$ cat src/rtl/cpu_pkg.sv
// rtl/cpu_pkg.sv - shared datapath widths and IR field positions
package cpu_pkg;
  localparam int WIDTH = 32;
  localparam int NREGS = 16;
  localparam int IDX_W = 4;
  localparam int C_W   = 19;

  localparam int RA_HI = 26;
  localparam int RA_LO = 23;
  localparam int RB_HI = 22;
  localparam int RB_LO = 19;
  localparam int RC_HI = 18;
  localparam int RC_LO = 15;
endpackage

$ cat src/rtl/select_encode.sv
// rtl/select_encode.sv - IR field select, one-hot read strobes and C-constant extension
module select_encode
  import cpu_pkg::*;
(
  input  logic [31:0]      IR,
  input  logic             Gra,
  input  logic             Grb,
  input  logic             Grc,
  input  logic             Rout,
  input  logic             BAout,
  output logic [IDX_W-1:0] idx,
  output logic [NREGS-1:0] Rout_onehot,
  output logic [WIDTH-1:0] C_sign_extended,
  output logic             sel_conflict
);
  logic [IDX_W-1:0] w_ra;
  logic [IDX_W-1:0] w_rb;
  logic [IDX_W-1:0] w_rc;
  logic [1:0]       w_sel_cnt;
  logic             w_unused_ir;

  assign w_ra = IR[RA_HI:RA_LO];
  assign w_rb = IR[RB_HI:RB_LO];
  assign w_rc = IR[RC_HI:RC_LO];

  // Multiple selects merge bitwise rather than by priority; sel_conflict flags it.
  assign idx = ({IDX_W{Gra}} & w_ra) | ({IDX_W{Grb}} & w_rb) | ({IDX_W{Grc}} & w_rc);

  assign w_sel_cnt    = {1'b0, Gra} + {1'b0, Grb} + {1'b0, Grc};
  assign sel_conflict = (w_sel_cnt > 2'd1);

  assign Rout_onehot = (Rout | BAout) ? (NREGS'(1) << idx) : '0;

  assign C_sign_extended = {{(WIDTH - C_W){IR[C_W-1]}}, IR[C_W-1:0]};

  assign w_unused_ir = ^IR[31:RA_HI+1];
endmodule

$ cat src/rtl/bus_sink_regfile.sv
// rtl/bus_sink_regfile.sv - general register file fed from BusMuxOut with reservation scoreboard
module bus_sink_regfile
  import cpu_pkg::*;
(
  input  logic                   clk,
  input  logic                   clr,
  input  logic [WIDTH-1:0]       BusMuxOut,
  input  logic [31:0]            IR,
  input  logic                   Gra,
  input  logic                   Grb,
  input  logic                   Grc,
  input  logic                   Rin,
  input  logic                   Rout,
  input  logic                   BAout,
  input  logic                   Reserve,
  output logic [NREGS*WIDTH-1:0] BusMuxIn_R,
  output logic [NREGS-1:0]       Rout_onehot,
  output logic [WIDTH-1:0]       C_sign_extended,
  output logic [NREGS-1:0]       busy,
  output logic                   hazard,
  output logic                   sel_conflict
);
  logic [WIDTH-1:0] r_regs [NREGS];
  logic [NREGS-1:0] r_busy;
  logic [IDX_W-1:0] w_idx;

  select_encode u_select_encode (
    .IR              (IR),
    .Gra             (Gra),
    .Grb             (Grb),
    .Grc             (Grc),
    .Rout            (Rout),
    .BAout           (BAout),
    .idx             (w_idx),
    .Rout_onehot     (Rout_onehot),
    .C_sign_extended (C_sign_extended),
    .sel_conflict    (sel_conflict)
  );

  always_ff @(posedge clk) begin
    if (clr) begin
      for (int i = 0; i < NREGS; i++) begin
        r_regs[i] <= '0;
      end
      r_busy <= '0;
    end else begin
      if (Rin) begin
        r_regs[w_idx] <= BusMuxOut;
        r_busy[w_idx] <= 1'b0;
      end
      // A new reservation overrides the release from a same-cycle write-back.
      if (Reserve) begin
        r_busy[w_idx] <= 1'b1;
      end
    end
  end

  // Base-address mode reads R0 as zero without touching the stored value.
  always_comb begin
    for (int i = 0; i < NREGS; i++) begin
      BusMuxIn_R[i*WIDTH +: WIDTH] = r_regs[i];
    end
    if (BAout && (w_idx == '0)) begin
      BusMuxIn_R[0 +: WIDTH] = '0;
    end
  end

  assign busy   = r_busy;
  assign hazard = (Rout | BAout) & r_busy[w_idx];
endmodule

$ cat config.mk
export PLATFORM = sky130hd
export DESIGN_NAME = bus_sink_regfile
export DESIGN_NICKNAME = d
export VERILOG_FILES = /design/src/rtl/cpu_pkg.sv /design/src/rtl/select_encode.sv /design/src/rtl/bus_sink_regfile.sv
export SDC_FILE = /design/constraint.sdc
export NUM_CORES = 1
export LEC_CHECK = 0
export CORE_AREA = 3 3 253 255
export CTS_BUF_LIST = sky130_fd_sc_hd__clkbuf_4
export DETAILED_ROUTE_END_ITERATION = 7
export DIE_AREA = 0 0 256 258
export PLACE_DENSITY = 0.63
export SYNTH_ARGS = -nofsm -noshare
export SYNTH_HDL_FRONTEND = slang
export SYNTH_HIERARCHICAL = 1
export SYNTH_SLANG_ARGS = --single-unit
$ cat constraint.sdc
create_clock -name clk -period 4.5 [get_ports clk]
set_input_delay 1.125 -clock clk [delete_from_list [all_inputs] [get_ports clk]]
set_output_delay 1.125 -clock clk [all_outputs]
set_load 0.005 [all_outputs]
After elaboration in Yosys (flattened, before gate mapping). Memories as Yosys holds them, arrays and structs flattened. Index checks and enable logic that the tools add are counted.

Register bits after elaboration: 16. Memory bits (writable): 512. Input port bits: 73. Output and inout bits: 578. Word-level logic and storage cells: 39. Memories kept: 1.

Memory list: r_regs (words 16, width 32, rd ports 16, clocked after memory_dff 0, wr ports 16, line bus_sink_regfile.sv:23) `logic [WIDTH-1:0] r_regs [NREGS];`.

Add/sub/neg operators: 2. $lt $le $gt $ge: 3. Shift-type cells: 1. Mux-type cells: 17. Bitwise operators: 10. Reduce and logical (&&, ||, !) cells: 4.

Operators by type and width (number): 16-bit 2-to-1 mux (4); 32-bit 2-to-1 mux (2); 32-bit OR reduction (1); 16-bit AND (1); 16-bit inverter (1); 16-bit bitwise OR (1); 1-bit by 4-bit << shifter with 16-bit output, first input constant (1); 4-bit AND (3); 1-bit 2-to-1 mux (8); 4-bit bitwise OR (2); 4-bit by 5-bit less-than comparator with 1-bit output, second input constant (1); 1-bit binary-select mux with 4-bit select (1); 1-bit demux with 4-bit select (1); 4-bit by 1-bit greater-or-equal comparator with 1-bit output, second input constant (1); 4-bit logical NOT (1); 4-bit 2-to-1 mux (1); 1-bit by 1-bit adder with 2-bit output (1); 2-bit by 1-bit adder with 2-bit output (1); 2-bit by 1-bit > comparator with 1-bit output, second input constant (1); 1-bit logical AND (2); 1-bit AND (1); 1-bit bitwise OR (1).

Longest topological paths before layout. Gate-level depths: netlist of the first run.

Word-level depth: 13. Gate-level depth with buffers: 9.

Cells and area by module. Netlist of the first run, hierarchy kept.

Modules (own cells, without submodules): bus_sink_regfile (times used 1, cells an instance 1302, area an instance 20315.7 sq um, sequential area each 15695.1 sq um); select_encode (times used 1, cells an instance 66, area an instance 446.7 sq um, sequential area each 0.0 sq um).

Worst setup path before layout of the first run. Ideal clock, no wire load.

Kind: input-to-output. From: input port IR[24]. To: output port BusMuxIn_R[0]. Arrival time: 2.888 ns. Required time: 3.375 ns. Path slack: 0.487 ns. Stages on the path: 8. Buffers on the path: 3. Cells stage by stage: a222oi_1 -> inv_2 -> buf_4 -> nor2_2 -> buf_4 -> nand3_1 -> clkbuf_1 -> and2_1.

Longest elaborated chain between the ends: 6.

Ends and longest elaborated chain: start: declaration (line bus_sink_regfile.sv:8) `input logic [31:0] IR,`; 4-bit AND (line select_encode.sv:27) `assign idx = ({IDX_W{Gra}} & w_ra) | ({IDX_W{Grb}} & w_rb) | ({IDX_W{Grc}} & w_rc);`; 4-bit bitwise OR (2 in a row) (line select_encode.sv:27); named net w_idx[1] (line bus_sink_regfile.sv:25) `logic [IDX_W-1:0] w_idx;`; 4-bit logical NOT (line bus_sink_regfile.sv:63) `if (BAout && (w_idx == '0)) begin`; 1-bit logical AND (line bus_sink_regfile.sv:63); 32-bit 2-to-1 mux (line bus_sink_regfile.sv:63); end: declaration (line bus_sink_regfile.sv:16) `output logic [NREGS*WIDTH-1:0] BusMuxIn_R,`.

The timed path passes the listed nets, and every way through them passes these cells.

Worst setup path in the final report of the first run.
From: input port IR[25]. To: output port BusMuxIn_R[25].

Same word-level chain as after synthesis.

==> results of run 1 <==
==> worst max path at each step <==
stage / start / to
3_3_place_gp: Gra / BusMuxIn_R[1]
2_1_floorplan: IR[24] / BusMuxIn_R[0]
5_1_grt: IR[25] / BusMuxIn_R[10]
6_report: IR[25] / BusMuxIn_R[25]
4_1_cts: IR[24] / BusMuxIn_R[1]
3_5_place_dp: Gra / BusMuxIn_R[1]
==> routing by layer <==
metal	global-route usage	up-vias	wire [um]
li1	-	6198	-
met1	0.260	6855	27500
met2	0.379	788	37200
met3	0.0746	160	7290
met4	0.0882	4	2200
met5	0	-	23
==> cell usage in the layout, fill, tap and decap left out, drive strengths merged, types with 10 or more instances in the layout <==
cell type,count
and2,544
buf,80
clkbuf,206
clkdlybuf4s50,583
clkinv,25
dfxtp,16
dlymetal6s2s,28
edfxtp,512
nand2,19
nand2b,19
nand3,17
nand4,12
nor2,33
nor3,10
==> power groups by stage <==
| stage | sequential [W] | clock (W) | combinational, W |
|---|---|---|---|
| after detailed placement | 0.00592 | 0 | 0.00132 |
| final | 0.00582 | 0.00418 | 0.00132 |
| after global routing | 0.00584 | 0.00460 | 0.00138 |
| after global placement | 0.00591 | 0 | 0.00131 |
| after floorplan | 0.00594 | 0 | 0.000269 |
| after CTS | 0.00582 | 0.00432 | 0.00134 |
==> sequential cells by signal, indices dropped and copies added, names as in the netlist <==
register  count
busy         16
r_regs      512
==> cells in the mapped netlist, drive strengths merged <==
| cell | count |
|---|---|
| or3b | 1 |
| clkbuf | 80 |
| o21ai | 1 |
| a222oi | 4 |
| nand3 | 17 |
| a21o | 1 |
| a32oi | 9 |
| and3b | 1 |
| nand2b | 19 |
| nand2 | 19 |
| o211ai | 1 |
| mux4 | 2 |
| and2b | 2 |
| inv | 5 |
| ha | 1 |
| nor2 | 33 |
| mux2i | 4 |
| nor2b | 3 |
| and2 | 544 |
| nand3b | 1 |
| a2bb2oi | 1 |
| edfxtp | 512 |
| and4 | 1 |
| nor4 | 2 |
| a22oi | 1 |
| buf | 56 |
| dfxtp | 16 |
| o21bai | 1 |
| nand4 | 12 |
| a21oi | 8 |
| nor3 | 10 |
==> repair_timing <==
item	4_1_cts	5_1_grt
setup endpoints to repair	35	35
gates resized for setup	13	34
pin swaps	2	3
setup buffers	6	6
gates cloned	2	0
==> cell families after synthesis <==
kind of cell / Yosys count / share of synthesized area
mux: 6 / 0.00410
flops: 528 / 0.756
buf+inv: 141 / 0.0353
fa+ha+maj: 1 / 0.000603
compound gates: 27 / 0.00982
simple gates: 665 / 0.194
==> tightest hold or removal path: stages, from the launching register on <==
cell	delay, ns
dfxtp_1	0.32
nand2_1	0.06
a21oi_1	0.05
==> area by class of cell <==
cell class	instances	area share
Antenna cell	7	0.000584
Clock buffer	204	0.0510
Clock inverter	34	0.00730
Inverter	5	0.000709
Multi-Input combinational cell	699	0.148
Sequential cell	528	0.523
Tap cell	837	0.0349
Timing Repair Buffer	697	0.234
==> through the flow <==
stage | worst slack (ns) | utilization | hold slack [ns] | instances
detailed placement | -0.198 | 0.453 | 0.471 | 2752
global route | -0.118 | 0.485 | 0.509 | 3005
CTS | 0.00212 | 0.483 | 0.480 | 2998
finish | 0.00823 | 0.485 | 0.477 | 3011
global placement | -0.204 | 0.453 | 0.472 | 2752
floorplan | 0.487 | - | 0.462 | 1368
==> metrics.txt, run 1 <==
wire per inst 24.6 um; Initial Utilization 0.336; delay of the slowest cell on the worst path 0.48 ns; hold_sp busy[14]; FILL cells 5335; final worst-path cycle share 0.998; final net count 2146; PortBufs 615; initial antenna violation count 17; CP cell instances clkdlybuf4s50_1 -> a222oi_1 -> inv_1 -> buf_4 -> nor2_4 -> nand3_4 -> buf_12 -> and2_1 -> clkdlybuf4s50_1; Pwr per Cell Area 377 mW/mm^2; crit path launch type input port; H-tree Lvls 4; Slew Limit Headroom 0.255; syn_nets 1442; Post-route DRC 0; DR vias/cell 4.65; worst vdd ir 0.251 mV; CTS clk-pin slew, worst paths 0.06 ns; Final Max Slew Viols 0; Post-Syn Area 0.0208 sq mm; worst path arrival time 3.37 ns; Reg power frac 0.514; Crit Path Class in2out; Root Buffer clkbuf_4; count of cell types in the netlist 37; share of layout cells above drive strength 1 0.159; RSZ-0062 raised after global routing true; Clock Skew 0 ns; status complete, no violations; CP Depth 9; DP Wirelength 50500 um; clk sinks 528; most frequent cell on the critical path clkdlybuf4s50_1; Avg Inst Size Synth 15.2 sq um; grt ovf 0; final hold vios 0; post-route cell area 0.0300 sq mm; first-pass iteration count of the detailed router 5; Pleak 11.1 nW; Layout area overhead 44.5%; # hold bufs at CTS 0; Clock Power Share 0.370; FP Rows 91; CTS Buf Count 141; final antenna-violating net count 0; Crit path max-delay family buffers and inverters; r2r endpoint busy[10]; Clock Latency Late Sink 0.88 ns; via count 14005; dominant cell type by area after synthesis edfxtp_1; TritonCTS clock tree done; Max Freq 223 MHz; Crit path buffers/inverters 5; Tightest Hold Check Type reg2reg; cell internal pwr 0.00859 W; Post-Route Setup TNS 0 ns; Hold Crit Depth 2; Core Region 0.0618 sq mm; setup violators final 0; YS warnings 6; number of synthesized register bits 528; synth top area cells edfxtp_1 (74%), and2_1 (16%), buf_4 (1.6%), dfxtp_1 (1.5%), clkbuf_1 (1.1%); Synth Instances 1368; Iter 0 DRT Violations 1279; Register Area 0.0157 sq mm; Worst Max-Slew Pin Slew 1.11 ns; final RePlAce weighted congestion 0.848; Bufs on Longest Clock Path 3; Switching Fraction 0.241; minimum clock period 4.49 ns; first-pass GRT wire length 105000 um; MaxCap Viol Count 0; critical path peak fanout 16; combinational share of power 0.116; vias in the first global route 14575; Die Wd 256 um; GR Util All Layers 0.223; largest net degree at the start of global routing 34; Net Switching 0.00272 W; final total power 0.0113 W; multi-input combinational cell area 0.00445 sq mm; Hold Path End busy[14]; r2r worst-path depth 2; top cell type's share of synthesized area 0.741; sequential-to-total area share from yosys stat 0.756; # IOs 651; Crit path required time 3.38 ns; Slowest-stage cell, CP a222oi_1; Reg-to-Reg Start busy[10]; r2r setup slk 3.79 ns; Die ar. 0.0660 sq mm; DIE HEIGHT 258 um; CP endpoint kind primary output; Placed Area 0.0280 sq mm; Post-Route WL 74200 um
(Power assumes the default switching activity.)
==> run 2: changes to the inputs <==
--- a/config.mk
+++ b/config.mk
@@ -5,11 +5,12 @@
 export SDC_FILE = /design/constraint.sdc
 export NUM_CORES = 1
 export LEC_CHECK = 0
-export CORE_AREA = 3 3 253 255
+export CORE_AREA = 3 3 255 257
 export CTS_BUF_LIST = sky130_fd_sc_hd__clkbuf_4
 export DETAILED_ROUTE_END_ITERATION = 7
-export DIE_AREA = 0 0 256 258
-export PLACE_DENSITY = 0.63
+export DIE_AREA = 0 0 258 260
+export DONT_BUFFER_PORTS = 1
+export PLACE_DENSITY = 0.49
 export SYNTH_ARGS = -nofsm -noshare
 export SYNTH_HDL_FRONTEND = slang
 export SYNTH_HIERARCHICAL = 1
==> run 2 against run 1 <==
Global-route usage shrank 1.9 points. Fmax grew 15%. Worst hold slack lost 0.18 ns. Flip-flop and latch count is the same. Largest power group unchanged.
==> metrics.txt, run 2 (synthesized netlist as in run 1, its figures left out) <==
Clock Skew 0 ns (unchanged); share of layout cells above drive strength 1 0.204 (+0.0451); wire per inst 29.2 um (+19%); via count 11315 (-19%); GR Util All Layers 0.204 (-0.0190); first-pass GRT wire length 94600 um (-9.6%); minimum clock period 3.90 ns (-0.591 ns); hold_sp clr; met3 Track Usage GR 0.0875 (+0.0129); Layout area overhead 13.0%; Setup Fix Bufs, Post-CTS 0 (-6); post-route insts no fill 2379 (-21%); Worst Max-Slew Pin Slew 1.09 ns (-0.0269 ns); final RePlAce weighted congestion 0.782 (-7.8%); Post-Route WL 69500 um (-6.2%); Initial Utilization 0.330 (-0.00608); Reg-to-Reg Start busy[13]; # IOs 651 (unchanged); most frequent cell on the critical path buf_4; first-pass iteration count of the detailed router 5 (unchanged); Placed Instances 2122 (-23%); Crit path buffers/inverters 3 (-2); TritonCTS clock tree done; Slowest-stage cell, CP a222oi_1; commonest non-fill, non-tap cell in the layout and2_1; Post-Route Setup TNS 0 ns (unchanged); final worst-path cycle share 0.867 (-0.131); grt met1 use 0.234 (-0.0263); Slew Limit Headroom 0.275 (+0.0202); PortBufs 0 (-100%); GR Layer Usage met2 0.341 (-0.0382); busiest metal layer after global routing met2; final antenna-violating net count 0 (unchanged); grt ovf 0 (unchanged); final net count 1495 (-30%); origin of the worst setup path IR[24]; CP endpoint kind primary output; Die Wd 258 um (+0.78%); FP Rows 92 (+1.1%); clk sinks 528 (unchanged); Crit path required time 3.38 ns (about the same); delay of the slowest cell on the worst path 0.43 ns (-0.05 ns); max reg flops 512 (unchanged); Final Max Slew Viols 0 (unchanged); Tightest Hold Check Type in2reg; DR vias/cell 4.76 (+2.3%); worst setup margin 0.599 ns (+0.591 ns); critical path peak fanout 32 (+16); final core occ 0.373 (-0.113); Max Freq 256 MHz (+15%); Crit Path Class in2out; CTS clk-pin slew, worst paths 0.06 ns (about the same); MaxCap Viol Count 0 (unchanged); H-tree Lvls 4 (unchanged); # hold bufs at CTS 0 (unchanged); worst vdd ir 0.181 mV (-28%); Post-Place Setup Slack 0.614 ns (+0.812 ns); Crit path max-delay family buffers and inverters; initial antenna violation count 14 (-3); Pleak 8.28 nW (-25%); Core Region 0.0630 sq mm (+1.8%); Clock Latency Late Sink 0.90 ns (+0.02 ns); RSZ-0062 raised after global routing false; DP Wirelength 46200 um (-8.4%); setup violators final 0 (unchanged); Biggest register r_regs; worst path arrival time 2.78 ns (-0.59 ns); Root Buffer clkbuf_4; Bufs on Longest Clock Path 3 (unchanged); status complete, no violations; Die ar. 0.0671 sq mm (+1.6%); r2r setup slk 3.75 ns (-0.04 ns); Pwr per Cell Area 455 mW/mm^2 (+21%); vias in the first global route 11611 (-20%); largest net degree at the start of global routing 35 (+2.9%); FILL cells 5947 (+11%); DIE HEIGHT 260 um (+0.78%); Iter 0 DRT Violations 1025 (-20%); commonest non-fill, non-tap cells in the layout and2_1 (544), edfxtp_1 (512), clkbuf_4 (212); final hold vios 0 (unchanged); CTS resizes 0 (-13); Register Area 0.0157 sq mm (unchanged); CP cell instances a222oi_1 -> inv_2 -> nor2_2 -> buf_4 -> nand3_1 -> buf_4 -> and2_1; multi-input combinational cell area 0.00441 sq mm (-0.76%); Post-route DRC 0 (unchanged); crit path launch type input port; CTS Buf Count 143 (+1.4%)
[run 2: final timing paths]
path                    endpoint  depth (start not counted)
setup / recovery  BusMuxIn_R[12]                          7
hold / removal          busy[11]                          1
setup reg to reg        busy[13]                          2
hold reg to reg          busy[7]                          2
[run 2: area by class of cell]
cell class                 count  share of cell area
multi-input combinational    699               0.188
clock buffer                 212              0.0678
timing repair buffer          44              0.0183
inverter                       5            0.000800
antenna                       12             0.00128
clock inverter                33             0.00955
tap                          846              0.0451
sequential                   528               0.669
[run 2: per-layer routing]
metal / up-vias / part of all wire
met2: 630 / 0.50
met1: 5673 / 0.37
met5: - / 0
met4: 0 / 0.025
li1: 4890 / -
met3: 122 / 0.097
[run 2: per-stage QoR]
| step | hold WS (ns) | area, sq um | power (W) |
|---|---|---|---|
| 6_report | 0.295 | 23500 | 0.0107 |
| 4_1_cts | 0.0994 | 23400 | 0.0108 |
| 5_1_grt | 0.152 | 23400 | 0.0111 |
| 2_1_floorplan | 0.462 | 20800 | 0.00621 |
| 3_5_place_dp | 0.507 | 21600 | 0.00644 |
| 3_3_place_gp | 0.496 | 21600 | 0.00645 |
[run 2: worst reg2reg max path: cells and delay by family (launching register included)]
family | cells | cell delay [ns]
DFF | 1 | 0.47
AOI/OAI and AO/OA | 1 | 0.14
and+or+nand+nor | 1 | 0.08
[run 2: power by group]
group	switching, W	internal [W]
sequential	0.000241	0.00573
combinational	0.000259	0.0000946
clock	0.00203	0.00232
total	0.00253	0.00814
==> run 3: changes to the inputs <==
--- a/config.mk
+++ b/config.mk
@@ -10,7 +10,6 @@
 export DETAILED_ROUTE_END_ITERATION = 7
 export DIE_AREA = 0 0 258 260
 export DONT_BUFFER_PORTS = 1
-export PLACE_DENSITY = 0.49
 export SYNTH_ARGS = -nofsm -noshare
 export SYNTH_HDL_FRONTEND = slang
 export SYNTH_HIERARCHICAL = 1
==> run 3 against run 2 <==
Fmax shrank 2.5%. Sequential share of layout area grew 0.26 points. Count of clock-buffer cells in the layout down 16. Flip-flop and latch count is the same. Global-route usage down 0.79 points. Routed wire length down 2.7%. Clock power decreased by 3%. Power down 1.5%. Setup slack lost 0.10 ns. Cell count is 0.88% lower. Critical endpoint is now BusMuxIn_R[30]. Largest cell class unchanged.
==> metrics.txt, run 3 (synthesized netlist as in run 1, its figures left out) <==
r2r worst-path depth 2 (unchanged); Post-Route Setup TNS 0 ns (unchanged); Bufs on Longest Clock Path 3 (unchanged); origin of the worst setup path IR[25]; Die ar. 0.0671 sq mm (unchanged); minimum clock period 4.00 ns (+0.100 ns); Hold Crit Depth 1 (unchanged); r2r endpoint busy[10]; Final Max Slew Viols 0 (unchanged); first-pass GRT wire length 90800 um (-4.1%); Post-route DRC 0 (unchanged); DP Wirelength 44800 um (-3.1%); Max Freq 250 MHz (-2.5%); Crit Path Class in2out; DR vias/cell 4.87 (+2.4%); DIE HEIGHT 260 um (unchanged); Setup Fix Bufs, Post-CTS 0 (unchanged); RSZ-0062 raised after global routing false; share of layout cells above drive strength 1 0.198 (-0.00581); initial antenna violation count 15 (+1); Core Region 0.0630 sq mm (unchanged); crit path launch type input port; Hold Path End busy[7]; H-tree Lvls 4 (unchanged); # hold bufs at CTS 0 (unchanged); Post-Route WL 67600 um (-2.7%); commonest non-fill, non-tap cell in the layout and2_1; wire per inst 28.7 um (-1.9%); max reg flops 512 (unchanged); FILL cells 5974 (+0.45%); vias in the first global route 11721 (+0.95%); Pwr per Cell Area 450 mW/mm^2 (-1.1%); grt ovf 0 (unchanged); final net count 1493 (-0.13%); Clock Skew 0 ns (unchanged); Reg-to-Reg Start busy[10]; CTS Buf Count 140 (-2.1%); final RePlAce weighted congestion 0.803 (+2.6%); final hold vios 0 (unchanged); first-pass iteration count of the detailed router 6 (+1); FP Rows 92 (unchanged); r2r setup slk 3.76 ns (about the same); # IOs 651 (unchanged); Iter 0 DRT Violations 1167 (+14%); via count 11480 (+1.5%); CTS clk-pin slew, worst paths 0.06 ns (about the same); MaxCap Viol Count 0 (unchanged); Worst Max-Slew Pin Slew 0.950 ns (-0.137 ns); CTS resizes 0 (unchanged); final antenna-violating net count 0 (unchanged); Biggest register r_regs; critical path peak fanout 32 (unchanged); CP endpoint kind primary output; TritonCTS clock tree done; status complete, no violations; Slew Limit Headroom 0.366 (+0.0913); Pleak 8.21 nW (-0.76%); Crit path required time 3.38 ns (about the same); PortBufs 0 (unchanged); GR Util All Layers 0.196 (-0.00794); Post-Place Setup Slack 0.526 ns (-0.0875 ns); largest net degree at the start of global routing 35 (unchanged); final worst-path cycle share 0.889 (+0.0222); worst path arrival time 2.88 ns (+0.10 ns); final core occ 0.371 (-0.00145); Clock Latency Late Sink 0.90 ns (about the same); Root Buffer clkbuf_4; Layout area overhead 12.6%; commonest non-fill, non-tap cells in the layout and2_1 (544), edfxtp_1 (512), clkbuf_4 (196); hold_sp clr; clk sinks 528 (unchanged); Initial Utilization 0.330 (unchanged); worst setup margin 0.499 ns (-0.100 ns); final total power 0.0105 W (-1.5%); setup violators final 0 (unchanged); Tightest Hold Check Type in2reg; worst vdd ir 0.198 mV (+9.2%); Die Wd 258 um (unchanged)
-- run 3: cell count changes in the layout (fill, tap and decap cells not counted), moves of 2 or more --
| cell | change |
|---|---|
| clkinv_1 | -2 |
| inv_6 | +2 |
| diode_2 | -5 |
| inv_2 | -3 |
| buf_4 | +2 |
| clkbuf_4 | -16 |
-- run 3: worst max-delay path by stage --
stage,end,depth (start not counted)
2_1_floorplan,BusMuxIn_R[0],8
3_3_place_gp,BusMuxIn_R[14],8
3_5_place_dp,BusMuxIn_R[17],8
4_1_cts,BusMuxIn_R[17],8
5_1_grt,BusMuxIn_R[22],8
6_report,BusMuxIn_R[30],8
-- run 3: cell type report --
class / instances / area (sq um) / area share
Clock inverter: 32 / 262 / 0.0112
Sequential cell: 528 / 15700 / 0.672
Tap cell: 846 / 1060 / 0.0453
Clock buffer: 196 / 1470 / 0.0630
Antenna cell: 7 / 17.5 / 0.000750
Timing Repair Buffer: 45 / 425 / 0.0182
Inverter: 5 / 18.8 / 0.000803
Multi-Input combinational cell: 699 / 4420 / 0.189
-- run 3: stage by stage --
stage                     cells  hold WS, ns  cell area (sq um)
after detailed placement   2123        0.489              21600
final                      2358        0.288              23400
after floorplan            1368        0.462              20800
after global placement     2123        0.493              21600
after CTS                  2351        0.137              23400
after global routing       2354        0.156              23400
-- run 3: per-layer routing --
layer  track usage  part of all wire
met4        0.0850             0.029
met3        0.0724             0.099
met1         0.224              0.37
met5             0                 0
met2         0.330              0.51
-- run 3: report_power, final --
group	switching (W)	internal [W]	total [W]
Combinational	0.000268	0.0000946	0.000363
Sequential	0.000223	0.00573	0.00595
Clock	0.00197	0.00223	0.00420
-- run 3: critical path: stages --
cell	delay, ns
a222oi_1	0.32
buf_4	0.22
inv_1	0.27
nor2_2	0.16
buf_4	0.20
nand3_1	0.10
buf_4	0.23
and2_1	0.22
